## src/rtl/seq_booth_multiplier_if.sv

```systemverilog
`default_nettype none
// ============================================================================
//  Module      : seq_booth_multiplier_if
//  Description : Operand/result handshake bundle for seq_booth_multiplier.
//                The master drives operands and consumes the product. The
//                slave is the multiplier.
//  Revision    : 1.0 - initial release
// ============================================================================
interface seq_booth_multiplier_if #(
   parameter int WIDTH = 32
);
   logic                 in_valid;
   logic                 in_ready;
   logic                 is_signed;
   logic [WIDTH-1:0]     multiplicand;
   logic [WIDTH-1:0]     multiplier;
   logic                 out_valid;
   logic                 out_ready;
   logic [2*WIDTH-1:0]   product;
   logic                 busy;

   // Operand issue stage and result consumer
   modport master (
      output in_valid,
      input  in_ready,
      output is_signed,
      output multiplicand,
      output multiplier,
      input  out_valid,
      output out_ready,
      input  product,
      input  busy
   );

   // Multiplier side
   modport slave (
      input  in_valid,
      output in_ready,
      input  is_signed,
      input  multiplicand,
      input  multiplier,
      output out_valid,
      input  out_ready,
      output product,
      output busy
   );
endinterface
`default_nettype wire

```

## src/rtl/seq_booth_multiplier.sv

```systemverilog
`default_nettype none
// ============================================================================
//  Module      : seq_booth_multiplier
//  Description : Iterative Booth multiplier, WIDTH x WIDTH -> 2*WIDTH, with
//                per-operation signed/unsigned selection and valid/ready
//                handshakes on both sides. One operation in flight.
//                WIDTH must be even and within 4..64.
//  Build macro : SEQ_BOOTH_MULT_RADIX4_EN
//                  defined   -> radix-4 modified Booth, K = (WIDTH+2)/2 steps
//                  undefined -> radix-2 Booth,          K =  WIDTH+2    steps
//  Revision    : 1.0 - initial release
// ============================================================================
module seq_booth_multiplier #(
   parameter int WIDTH = 32
) (
   input  wire                  clk,
   input  wire                  rst,
   seq_booth_multiplier_if.slave bus
);

   // Operands are widened by two bits so that both signed and unsigned
   // inputs become ordinary two's complement values of width c_E. The
   // Booth recoding of the c_E-bit multiplier is then exact in both modes.
   localparam int c_E = WIDTH + 2;

`ifdef SEQ_BOOTH_MULT_RADIX4_EN
   localparam int c_K = c_E / 2;
`else
   localparam int c_K = c_E;
`endif

   localparam int                   c_CNT_W = $clog2(c_K + 1);
   localparam logic [c_CNT_W-1:0]   c_K_CNT = c_CNT_W'(c_K);
   localparam logic [c_CNT_W-1:0]   c_ONE   = c_CNT_W'(1);

   typedef enum logic [1:0] {
      ST_IDLE = 2'd0,
      ST_RUN  = 2'd1,
      ST_DONE = 2'd2
   } state_t;

   state_t                r_state;
   state_t                w_state_nxt;

   logic [c_E-1:0]        r_mcand;     // extended multiplicand A
   logic [2*c_E-1:0]      r_acc;       // {partial product, remaining multiplier}
   logic                  r_guard;     // Booth guard bit q(-1)
   logic [c_CNT_W-1:0]    r_cnt;       // steps still to perform
   logic [2*WIDTH-1:0]    r_product;

   logic [c_E:0]          w_a_ext;     // A widened to the internal sum width
   logic [c_E:0]          w_p_ext;     // upper accumulator half, sign-widened
   logic [c_E:0]          w_addend;    // selected Booth multiple of A
   logic [c_E:0]          w_sum;
   logic [2*c_E-1:0]      w_acc_nxt;
   logic                  w_guard_nxt;
   logic                  w_last_step;

   // Operand widening: sign or zero extension by two bits
   logic [c_E-1:0]        w_mcand_ext;
   logic [c_E-1:0]        w_mplier_ext;

   assign w_mcand_ext  = {{2{bus.is_signed & bus.multiplicand[WIDTH-1]}}, bus.multiplicand};
   assign w_mplier_ext = {{2{bus.is_signed & bus.multiplier[WIDTH-1]}},   bus.multiplier};

   assign w_last_step  = (r_cnt == c_ONE);

   // State register
   always_ff @(posedge clk) begin
      if (rst) begin
         r_state <= ST_IDLE;
      end else begin
         r_state <= w_state_nxt;
      end
   end

   // Next state and handshake outputs; outputs depend on state only
   always_comb begin
      w_state_nxt   = r_state;
      bus.in_ready  = 1'b0;
      bus.busy      = 1'b0;
      bus.out_valid = 1'b0;
      case (r_state)
         ST_IDLE: begin
            bus.in_ready = 1'b1;
            if (bus.in_valid) begin
               w_state_nxt = ST_RUN;
            end
         end
         ST_RUN: begin
            bus.busy = 1'b1;
            if (w_last_step) begin
               w_state_nxt = ST_DONE;
            end
         end
         ST_DONE: begin
            bus.out_valid = 1'b1;
            if (bus.out_ready) begin
               w_state_nxt = ST_IDLE;
            end
         end
         default: begin
            w_state_nxt = ST_IDLE;
         end
      endcase
   end

   // One Booth step: select the multiple of A, add it to the upper half and
   // shift the whole accumulator right arithmetically. The sum is one bit
   // wider than the accumulator half so that +/-2A can never overflow.
   always_comb begin
      w_a_ext     = {r_mcand[c_E-1], r_mcand};
      w_p_ext     = {r_acc[2*c_E-1], r_acc[2*c_E-1:c_E]};
      w_addend    = '0;
`ifdef SEQ_BOOTH_MULT_RADIX4_EN
      case ({r_acc[1:0], r_guard})
         3'b001, 3'b010: w_addend = w_a_ext;
         3'b011:         w_addend = w_a_ext << 1;
         3'b100:         w_addend = -(w_a_ext << 1);
         3'b101, 3'b110: w_addend = -w_a_ext;
         default:        w_addend = '0;
      endcase
      w_sum       = w_p_ext + w_addend;
      w_acc_nxt   = {w_sum[c_E], w_sum, r_acc[c_E-1:2]};
      w_guard_nxt = r_acc[1];
`else
      case ({r_acc[0], r_guard})
         2'b01:   w_addend = w_a_ext;
         2'b10:   w_addend = -w_a_ext;
         default: w_addend = '0;
      endcase
      w_sum       = w_p_ext + w_addend;
      w_acc_nxt   = {w_sum, r_acc[c_E-1:1]};
      w_guard_nxt = r_acc[0];
`endif
   end

   // Datapath registers: operand capture, iteration and result capture
   always_ff @(posedge clk) begin
      if (rst) begin
         r_mcand   <= '0;
         r_acc     <= '0;
         r_guard   <= 1'b0;
         r_cnt     <= '0;
         r_product <= '0;
      end else begin
         case (r_state)
            ST_IDLE: begin
               if (bus.in_valid) begin
                  r_mcand <= w_mcand_ext;
                  r_acc   <= {{c_E{1'b0}}, w_mplier_ext};
                  r_guard <= 1'b0;
                  r_cnt   <= c_K_CNT;
               end
            end
            ST_RUN: begin
               r_acc   <= w_acc_nxt;
               r_guard <= w_guard_nxt;
               r_cnt   <= r_cnt - c_ONE;
               if (w_last_step) begin
                  r_product <= w_acc_nxt[2*WIDTH-1:0];
               end
            end
            default: begin
               // DONE holds everything; the product persists after transfer
            end
         endcase
      end
   end

   assign bus.product = r_product;

endmodule
`default_nettype wire

```

## src/flat_wrapper.sv

```systemverilog
// flat-port wrapper written by rule: the top's interface ports become plain ports
module seq_booth_multiplier_flat 
#(
   parameter int WIDTH = 32
)
  (clk, rst, bus_in_valid, bus_in_ready, bus_is_signed, bus_multiplicand, bus_multiplier, bus_out_valid, bus_out_ready, bus_product, bus_busy);
  seq_booth_multiplier_if #(.WIDTH(WIDTH)) bus_i ();
  input  wire clk;
  input  wire rst;
  input wire logic [$bits(bus_i.in_valid)-1:0] bus_in_valid;
  output wire logic [$bits(bus_i.in_ready)-1:0] bus_in_ready;
  input wire logic [$bits(bus_i.is_signed)-1:0] bus_is_signed;
  input wire logic [$bits(bus_i.multiplicand)-1:0] bus_multiplicand;
  input wire logic [$bits(bus_i.multiplier)-1:0] bus_multiplier;
  output wire logic [$bits(bus_i.out_valid)-1:0] bus_out_valid;
  input wire logic [$bits(bus_i.out_ready)-1:0] bus_out_ready;
  output wire logic [$bits(bus_i.product)-1:0] bus_product;
  output wire logic [$bits(bus_i.busy)-1:0] bus_busy;
  assign bus_i.in_valid = bus_in_valid;
  assign bus_in_ready = bus_i.in_ready;
  assign bus_i.is_signed = bus_is_signed;
  assign bus_i.multiplicand = bus_multiplicand;
  assign bus_i.multiplier = bus_multiplier;
  assign bus_out_valid = bus_i.out_valid;
  assign bus_i.out_ready = bus_out_ready;
  assign bus_product = bus_i.product;
  assign bus_busy = bus_i.busy;
  seq_booth_multiplier #(.WIDTH(WIDTH)) u_core (.clk(clk), .rst(rst), .bus(bus_i));
endmodule
```

## config.mk

```make
export PLATFORM = sky130hd
export DESIGN_NAME = seq_booth_multiplier_flat
export DESIGN_NICKNAME = d
export VERILOG_FILES = /design/src/rtl/seq_booth_multiplier_if.sv /design/src/rtl/seq_booth_multiplier.sv /design/src/flat_wrapper.sv
export SDC_FILE = /design/constraint.sdc
export NUM_CORES = 1
export LEC_CHECK = 0
export CORE_AREA = 2 2 163 133
export CTS_CLUSTER_DIAMETER = 60
export DETAILED_ROUTE_END_ITERATION = 10
export DIE_AREA = 0 0 165 135
export HOLD_SLACK_MARGIN = 0.15
export PLACE_DENSITY = 0.67
export RECOVER_POWER = 25
export REMOVE_ABC_BUFFERS = 1
export SYNTH_ARGS = -nofsm -noshare
export SYNTH_HDL_FRONTEND = slang
export SYNTH_SLANG_ARGS = --single-unit
```

## constraint.sdc

```tcl
create_clock -name clk -period 12.1 [get_ports clk]
set_input_delay 2.42 -clock clk [delete_from_list [all_inputs] [get_ports clk]]
set_output_delay 2.42 -clock clk [all_outputs]
set_load 0.02 [all_outputs]
```

; ---- Yosys cells after proc, flatten, opt, wreduce, memory -nomap -nowiden
; Cells that the tools add are included.
; Widths: inputs -> output; s select.
[totals]
regBits = 174
inputBits = 69
wordCells = 39
output_inout_bits = 67
[classes]
muxes = 14
bitwise_logic = 2
n_reduce_logical = 6
add_sub_neg = 3
n_eq_ne = 8
[ops]
columns = cell, n
row1 = $pmux 68 s2, 1
row2 = $pmux 35 s2, 1
row3 = $mux 68, 1
row4 = $add 35x35->35, 1
row5 = $neg 35->35, 1
row6 = $pmux 6 s2, 1
row7 = $eq 6x1->1 const B, 1
row8 = $mux 2, 3
row9 = $mux 6, 1
row10 = $pmux 2 s3, 1
row11 = $reduce_and 2->1, 3
row12 = $sub 6x1->6 const B, 1
row13 = $eq 2x1->1 const B, 2
row14 = $eq 2x2->1 const B, 2
row15 = $mux 1, 4
row16 = $ne 2x2->1 const B, 2
row17 = $reduce_and 3->1, 1
row18 = $and 1x1->1, 2
row19 = $logic_not 2->1, 1
row20 = $ne 2x1->1 const B, 1
row21 = $pmux 1 s2, 1
row22 = $reduce_bool 2->1, 1

; ---- Depth between registers and ports, before layout
; Gate-level depths: netlist (run 1).
[depth]
ltp_word = 4
mapped_depth = 21
ltp_nobuf = 21

; ---- Worst setup path after synthesis (run 1)
; Ideal clock, no wire load.
[synth_timing]
path_type = reg-to-reg
startpoint = register u_core.r_mcand[0]
endpoint = register u_core.r_acc[56]
t_arrival_ps = 4114
setup_slack_ps = 7862
setup_time_ps = 124
n_path_buf = 0
path_stages_with_launch = 19
synth_period_minus_slack_ps = 4238
t_required_ps = 11976
cell_sequence = dfxtp_1 > inv_1 > ha_1 > nor3b_1 > nand2_1 > nor4_1 > nor3b_1 > nor3b_1 > nand3_1 > a311oi_1 > ha_1 > and3_1 > o211a_1 > a211oi_1 > a21bo_2 > a21boi_0 > o21ba_2 > xor2_1 > o21ai_0
[synth_between]
elab_chain_len = 4
[synth_rtl]
columns = element, line_no
row1 = start: declaration, seq_booth_multiplier.sv:45  ; logic [c_E-1:0] r_mcand;
row2 = start signal: assignment, seq_booth_multiplier.sv:150  ; r_mcand <= w_mcand_ext;
row3 = $neg 35->35, seq_booth_multiplier.sv:129  ; 2'b10: w_addend = -w_a_ext;
row4 = $pmux 35 s2 *, seq_booth_multiplier.sv:127  ; case ({r_acc[0], r_guard})
row5 = $add 35x35->35 *, seq_booth_multiplier.sv:132  ; w_sum = w_p_ext + w_addend;
row6 = $pmux 68 s2 *, seq_booth_multiplier.sv:147  ; case (r_state)
row7 = end signal: assignment, seq_booth_multiplier.sv:151  ; r_acc <= {{c_E{1'b0}}, w_mplier_ext};
row8 = end signal: assignment, seq_booth_multiplier.sv:157  ; r_acc <= w_acc_nxt;
row9 = end: declaration, seq_booth_multiplier.sv:46  ; logic [2*c_E-1:0] r_acc;
; Every way passes the cells marked *; elsewhere a longest branch is shown, timed or not.
; A chain may end at the register's enable or synchronous reset.

; ---- Worst setup path after layout (run 1)
[layout_timing]
startpoint = input bus_in_valid
endpoint = register u_core.r_acc[51]
[layout_between]
elab_chain_len = 2
[layout_rtl]
columns = element, line_no
row1 = start: declaration, flat_wrapper.sv:10  ; input wire logic [$bits(bus_i.in_valid)-1:0] bus_in_valid;
row2 = $ne 2x2->1 (no line), --
row3 = $reduce_and 2->1 (no line), --
; Every way passes these cells.

==> flow_summary.toml, run 1 <==
[global_routing]
vias_in_the_first_global_route = 7992
antenna_violations_before_repair = 1
grt_util_all_layers_pct = 22.8
grt_max_degree = 84
grt_first_pass_wirelength_um = 40600
globalRoute.totalOverflow = 0

[critical_path]
r2r_setup_slack_ps = 7190
kind_of_end_point_of_the_critical_path = "flop"
cpMaxStageDelayCell = "sky130_fd_sc_hd__clkbuf_1"
critical_path_arrival_ps = 6640
start_kind = "input port"
timing.critical_path.required_ps = 12420
timing_worst_setup_path_type = "in2reg"
worstRegToRegCells = 18
crit_path_cell_trace = "dlygate4sd3_1, and2_2, clkbuf_1, nor3_2, a22o_1"
critPathMaxFanout = 69
cp_slowest_stage_delay_ps = 2280

[sta]
setup_tns_ps = 0
unrepaired_setup_endpoints_after_global_routing = "no"
achievable-frequency_mhz = 158
tightest_slew_ps = 3250
fin_crit_sh_pct = 52.2
final-max-slew-violation-count = 132
maxSlewHeadroom_pct = -117
finClkSkew_ps = 13.2
timing.final.hold_violations = 0
timing.final.crit_period_ps = 6320
setup_viol = 0

[finish]
final_common_cell = "sky130_fd_sc_hd__nand2_1"
final_cell_mix = "sky130_fd_sc_hd__nand2_1, sky130_fd_sc_hd__a21oi_1, sky130_fd_sc_hd__dfxtp_1"
final_net_count = 1426
syn2layout_area_growth_pct = 23.0
final_core_utilization_pct = 54.8
antenna_cells = 0
layout-drive-gt1-share_pct = 5.41

[routing]
drtAntennaViolNets = 0
drt_iter0_drc = 699
remaining_drc_errors = 0
drt-total-wl_um = 25300
routed_wire_length_per_instance_um = 15.8
drt-pass1-iter-count = 7
drt-vias-per-instance = 5.47
vias = 8753

[yosys]
syn_avg_cell_area_um2 = 7.42
synth_seq_cells = 174
synth_area_um2 = 9150
synthCells = 1233
postSynth.asyncResetShare_pct = 0
synth-edff-count = 0
synth_largest_type_area_fraction_pct = 38.1
top_flip_flop_cell_by_instance_count_after_synthesis = "sky130_fd_sc_hd__dfxtp_1"
synth_sequential_area_ratio_pct = 38.1
synthTopCellsByArea = "sky130_fd_sc_hd__dfxtp_1, sky130_fd_sc_hd__nand2_1, sky130_fd_sc_hd__a21oi_1"
yosys.cell_types.count = 68
yosysTopAreaCell = "sky130_fd_sc_hd__dfxtp_1"
yosys_warnings = 0

[placed_design]
finalWeightedCongestion = 0.869
numPortBuffers = 135
hpwl_um = 16900

[pwr]
switchingPower_w = 0.000401
comb_power_share_pct = 12.4
vdd_ir_drop_max_v = 0.0000912
sequential_power_share_pct = 45.0
power.switching_fraction_pct = 29.4
p_per_cell_area_nw_per_um2 = 121
power.leakage_nw = 4.21
internal_power_w = 0.000962
power_frac_clock_pct = 42.6

[clock_tree]
clkLatencyLatePin_ps = 450
cts_max_path_buffers = 2
cts_post_setup_buffers_inserted = 0
tritoncts = "yes"
tritoncts_num_sinks = 174
clock_pin_slew_reported_for_the_worst_setup_and_hold_paths_after_clock_tree_synthesis_ps = 70
ctsResizeCount = 0
clock_tree.root_cell = "sky130_fd_sc_hd__clkbuf_16"
cts-buffers-inserted = 17
cts_htree_levels = 4
cts_hold_buffers = 0

[die]
die_h_um = 135
core_footprint_um2 = 20500
initial_util_pct = 44.6
row_count = 47
ioPinCount = 136
dieArea_um2 = 22300
die_w_um = 165

[status]
violated_checks = "max-capacitance violations, max-slew violations"
outcome = "finished with violations"

[worst_hold_path]
hp-class = "reg2reg"
worstHoldPathCells = 2

[flow_run]
drv_cap = 2
[cell usage after synthesis, types with 10 or more instances]
cell type / count
sky130_fd_sc_hd__nor3_1: 34
sky130_fd_sc_hd__clkbuf_1: 67
sky130_fd_sc_hd__xnor2_1: 21
sky130_fd_sc_hd__nand3_1: 47
sky130_fd_sc_hd__a22oi_1: 33
sky130_fd_sc_hd__inv_1: 16
sky130_fd_sc_hd__ha_1: 39
sky130_fd_sc_hd__a211oi_1: 10
sky130_fd_sc_hd__nor2_1: 79
sky130_fd_sc_hd__dfxtp_1: 174
sky130_fd_sc_hd__a21o_1: 16
sky130_fd_sc_hd__buf_1: 14
sky130_fd_sc_hd__a21oi_1: 209
sky130_fd_sc_hd__xor2_1: 10
sky130_fd_sc_hd__nand2_1: 302
sky130_fd_sc_hd__o21ai_0: 32
[through the flow]
stage | hold slack, ps | area [um^2] | power [W] | setup slack (ps) | std cells
after global placement | 442 | 10600 | 0.000790 | 7330 | 1567
after floorplan | 427 | 8850 | 0.000718 | 7300 | 1152
after detailed placement | 447 | 10600 | 0.000792 | 7240 | 1567
after global routing | 475 | 11300 | 0.00142 | 5420 | 1599
after CTS | 458 | 11300 | 0.00137 | 7220 | 1599
final | 451 | 11300 | 0.00136 | 5780 | 1599
[sequential cells by signal, indices dropped and copies added (netlist names)]
| register | cells |
|---|---|
| u_core.bus.product | 64 |
| u_core.r_acc | 68 |
| u_core.r_cnt | 6 |
| u_core.r_guard | 1 |
| u_core.r_mcand | 33 |
| u_core.r_state | 2 |
[cells by family (layout without fill, tap and decap cells)]
kind of cell               after synthesis  after routing  synth area share, %
and+or+nand+nor                        530            530                 25.8
AOI/OAI and AO/OA                      359            359                 23.6
xor gates and xnor gates                31             31                 2.97
buffers and inverters                   99            196                 4.06
DFF                                    174            174                 38.1
adders and majority gates               40             40                 5.55
[power by group through the flow]
stage                logic, W  registers (W)  clock network [W]
floorplan           0.0000982       0.000620                  0
CTS                  0.000168       0.000612           0.000592
detailed placement   0.000167       0.000625                  0
finish               0.000169       0.000612           0.000581
global placement     0.000165       0.000624                  0
global route         0.000187       0.000616           0.000614
[worst paths after layout]
path                     startpoint                endpoint
max reg2reg       u_core.r_mcand[0]        u_core.r_acc[56]
max                    bus_in_valid        u_core.r_acc[51]
min reg2reg  u_core.bus.product[35]  u_core.bus.product[35]
min          u_core.bus.product[35]  u_core.bus.product[35]
[area by class of cell]
cell class / count / area (um^2)
Inverter: 18 / 67.6
Fill cell: 1934 / 9270
Clock buffer: 17 / 425
Multi-Input combinational cell: 960 / 5310
Tap cell: 269 / 337
Clock inverter: 15 / 213
Timing Repair Buffer: 146 / 1420
Sequential cell: 174 / 3480
[routing by layer]
layer  part of all wire [%]  GRT usage (%)  up-vias
met3                    8.1           6.63       19
met4                   0.86           4.69        0
met5                      0              0        -
met2                     42           33.7      252
li1                       -              -     4482
met1                     49           33.0     4000
[worst max-delay path, delay by kind of cell]
kind                   cells  cell delay, ps
AO/OA/AOI/OAI              1             470
buffers and inverters      2            2860
AND/OR/NAND/NOR            2             870
Power figures use the tool's default switching activity.
==> run 2, diff against run 1 <==
- PLACE_DENSITY: 0.67 -> 0.7
- clock period: 12.1 -> 5.29 ns (I/O delays scaled with it)
==> run 2 against run 1 <==
The run still ends with max-capacitance violations, max-slew violations left; combinational power is 130% higher; wire length rose by 0.94%; critical endpoint is now u_core.r_acc[56]; total power rose by 130%; register-to-register slack worse by 6600 ps; critical path depth up 13; setup slack lost 5200 ps; non-clock buffer count grew 3; sequential power rose by 130%.
==> flow_summary.toml, run 2 (synthesis results as in run 1) <==
[worst_hold_path]
timing.hold.worst.start = "u_core.bus.product[32]"
worstHoldPathCells = 2
hp-class = "reg2reg"
min_to = "u_core.bus.product[32]"

[placed_design]
dp_worst_setup_slack_ps = 496
hpwl_um = 17500
finalWeightedCongestion = 0.881
placedCellCount = 1570
numPortBuffers = 135

[routing]
drt_iter0_drc = 697
drt-pass1-iter-count = 5
vias = 8981
drtAntennaViolNets = 0
routed_wire_length_per_instance_um = 15.9
drt-vias-per-instance = 5.61
drt-total-wl_um = 25500
remaining_drc_errors = 0

[sta]
final-max-slew-violation-count = 52
setup_tns_ps = 0
timing.final.ws_setup_ps = 598
timing.final.hold_violations = 0
timing.final.crit_period_ps = 4690
tightest_slew_ps = 2490
unrepaired_setup_endpoints_after_global_routing = "no"
fin_crit_sh_pct = 88.7
achievable-frequency_mhz = 213
maxSlewHeadroom_pct = -65.7
setup_viol = 0
finClkSkew_ps = 10.5

[critical_path]
timing.critical_path.required_ps = 5610
reg2reg_from = "u_core.r_mcand[0]"
kind_of_end_point_of_the_critical_path = "flop"
critical_path_arrival_ps = 5010
start_kind = "flop"
worstRegToRegCells = 18
timing.rr.end = "u_core.r_acc[56]"
timing_worst_setup_path_type = "reg2reg"
r2r_setup_slack_ps = 600
critPathMaxFanout = 6

[finish]
final_common_cell = "sky130_fd_sc_hd__nand2_1"
stdcell_count = 1602
largest_register_ffs = 68
layout-drive-gt1-share_pct = 5.85
syn2layout_area_growth_pct = 23.1
final_net_count = 1429
sequential_area_um2 = 3480
max_flop_register = "u_core.r_acc"
multi_input_area_um2 = 5320
fillerInstances = 1938
final_cell_mix = "sky130_fd_sc_hd__nand2_1, sky130_fd_sc_hd__a21oi_1, sky130_fd_sc_hd__dfxtp_1"
antenna_cells = 0

[clock_tree]
cts-buffers-inserted = 17
clock_pin_slew_reported_for_the_worst_setup_and_hold_paths_after_clock_tree_synthesis_ps = 70
cts_max_path_buffers = 2
tritoncts = "yes"
cts_hold_buffers = 0
cts_htree_levels = 4
tritoncts_num_sinks = 174
clkLatencyLatePin_ps = 440
clock_tree.root_cell = "sky130_fd_sc_hd__clkbuf_16"
cts_post_setup_buffers_inserted = 0

[die]
ioPinCount = 136
die_w_um = 165
dieArea_um2 = 22300
initial_util_pct = 44.6
core_footprint_um2 = 20500
row_count = 47
die_h_um = 135

[global_routing]
vias_in_the_first_global_route = 8225
grt_max_degree = 120
globalRoute.totalOverflow = 0
antenna_violations_before_repair = 0
grt_first_pass_wirelength_um = 41000
grt_util_all_layers_pct = 22.8

[pwr]
p_per_cell_area_nw_per_um2 = 273
vdd_ir_drop_max_v = 0.000168
power.leakage_nw = 4.26

[flow_run]
drv_cap = 1

[status]
violated_checks = "max-capacitance violations, max-slew violations"
outcome = "finished with violations"
==> run 2: repair_timing <==
item / in CTS / in global routing
endpoints found under the setup margin: 0 / 5
resized for setup: 0 / 1
endpoints found under the hold margin: 0 / 0
==> run 2: power by group <==
part	switching, W	internal, W
Clock	0.000586	0.000696
Combinational	0.000237	0.000154
Sequential	0.0000481	0.00135
Total	0.000871	0.00220
==> run 2: stage by stage <==
step	instance area, um^2	hold slack (ps)	power [W]	utilization, %
after floorplan	8850	427	0.00164	-
after global placement	10700	442	0.00181	52.0
after detailed placement	10700	447	0.00182	52.0
after CTS	11300	457	0.00309	54.9
after global routing	11300	474	0.00319	54.9
final	11300	451	0.00308	54.9
==> run 2: cell type report <==
type                       instances  area share [%]
clock buffer                      19            4.02
clock inverter                    13            1.32
inverter                          18           0.600
multi-input combinational        960            47.2
sequential                       174            30.9
tap                              269            2.99
timing repair buffer             149            13.0
==> run 2: worst max-delay path: stages (launching register included) <==
cell and delay [ps]:
sky130_fd_sc_hd__dfxtp_1 340, sky130_fd_sc_hd__inv_1 90, sky130_fd_sc_hd__ha_1 180, sky130_fd_sc_hd__nor3b_2 330, sky130_fd_sc_hd__nand2_1 150, sky130_fd_sc_hd__nor4_1 330, sky130_fd_sc_hd__nor3b_1 340, sky130_fd_sc_hd__nor3b_1 420
sky130_fd_sc_hd__nand3_1 130, sky130_fd_sc_hd__a311oi_1 320, sky130_fd_sc_hd__ha_1 350, sky130_fd_sc_hd__and3_1 220, sky130_fd_sc_hd__o211a_1 160, sky130_fd_sc_hd__a211oi_1 210, sky130_fd_sc_hd__a21bo_2 310, sky130_fd_sc_hd__a21boi_0 290
sky130_fd_sc_hd__o21ba_2 200, sky130_fd_sc_hd__xor2_1 130, sky130_fd_sc_hd__o21ai_0 80
==> run 2: layer usage <==
metal	part of all wire (%)	global-route usage (%)	vias to the layer above
met5	0	0	-
met4	1.2	5.99	0
met2	43	34.2	251
met1	48	32.0	4216
met3	7.5	6.42	26
li1	-	-	4488
==> run 2: worst max-delay path by stage <==
stage | start | endpoint | slack (ps)
3_3_place_gp | u_core.r_mcand[0] | u_core.r_acc[56] | 630
2_1_floorplan | u_core.r_acc[0] | u_core.r_acc[53] | 890
3_5_place_dp | u_core.r_mcand[0] | u_core.r_acc[56] | 500
6_report | u_core.r_mcand[0] | u_core.r_acc[56] | 600
5_1_grt | u_core.r_mcand[0] | u_core.r_acc[56] | 140
4_1_cts | u_core.r_mcand[0] | u_core.r_acc[56] | 470
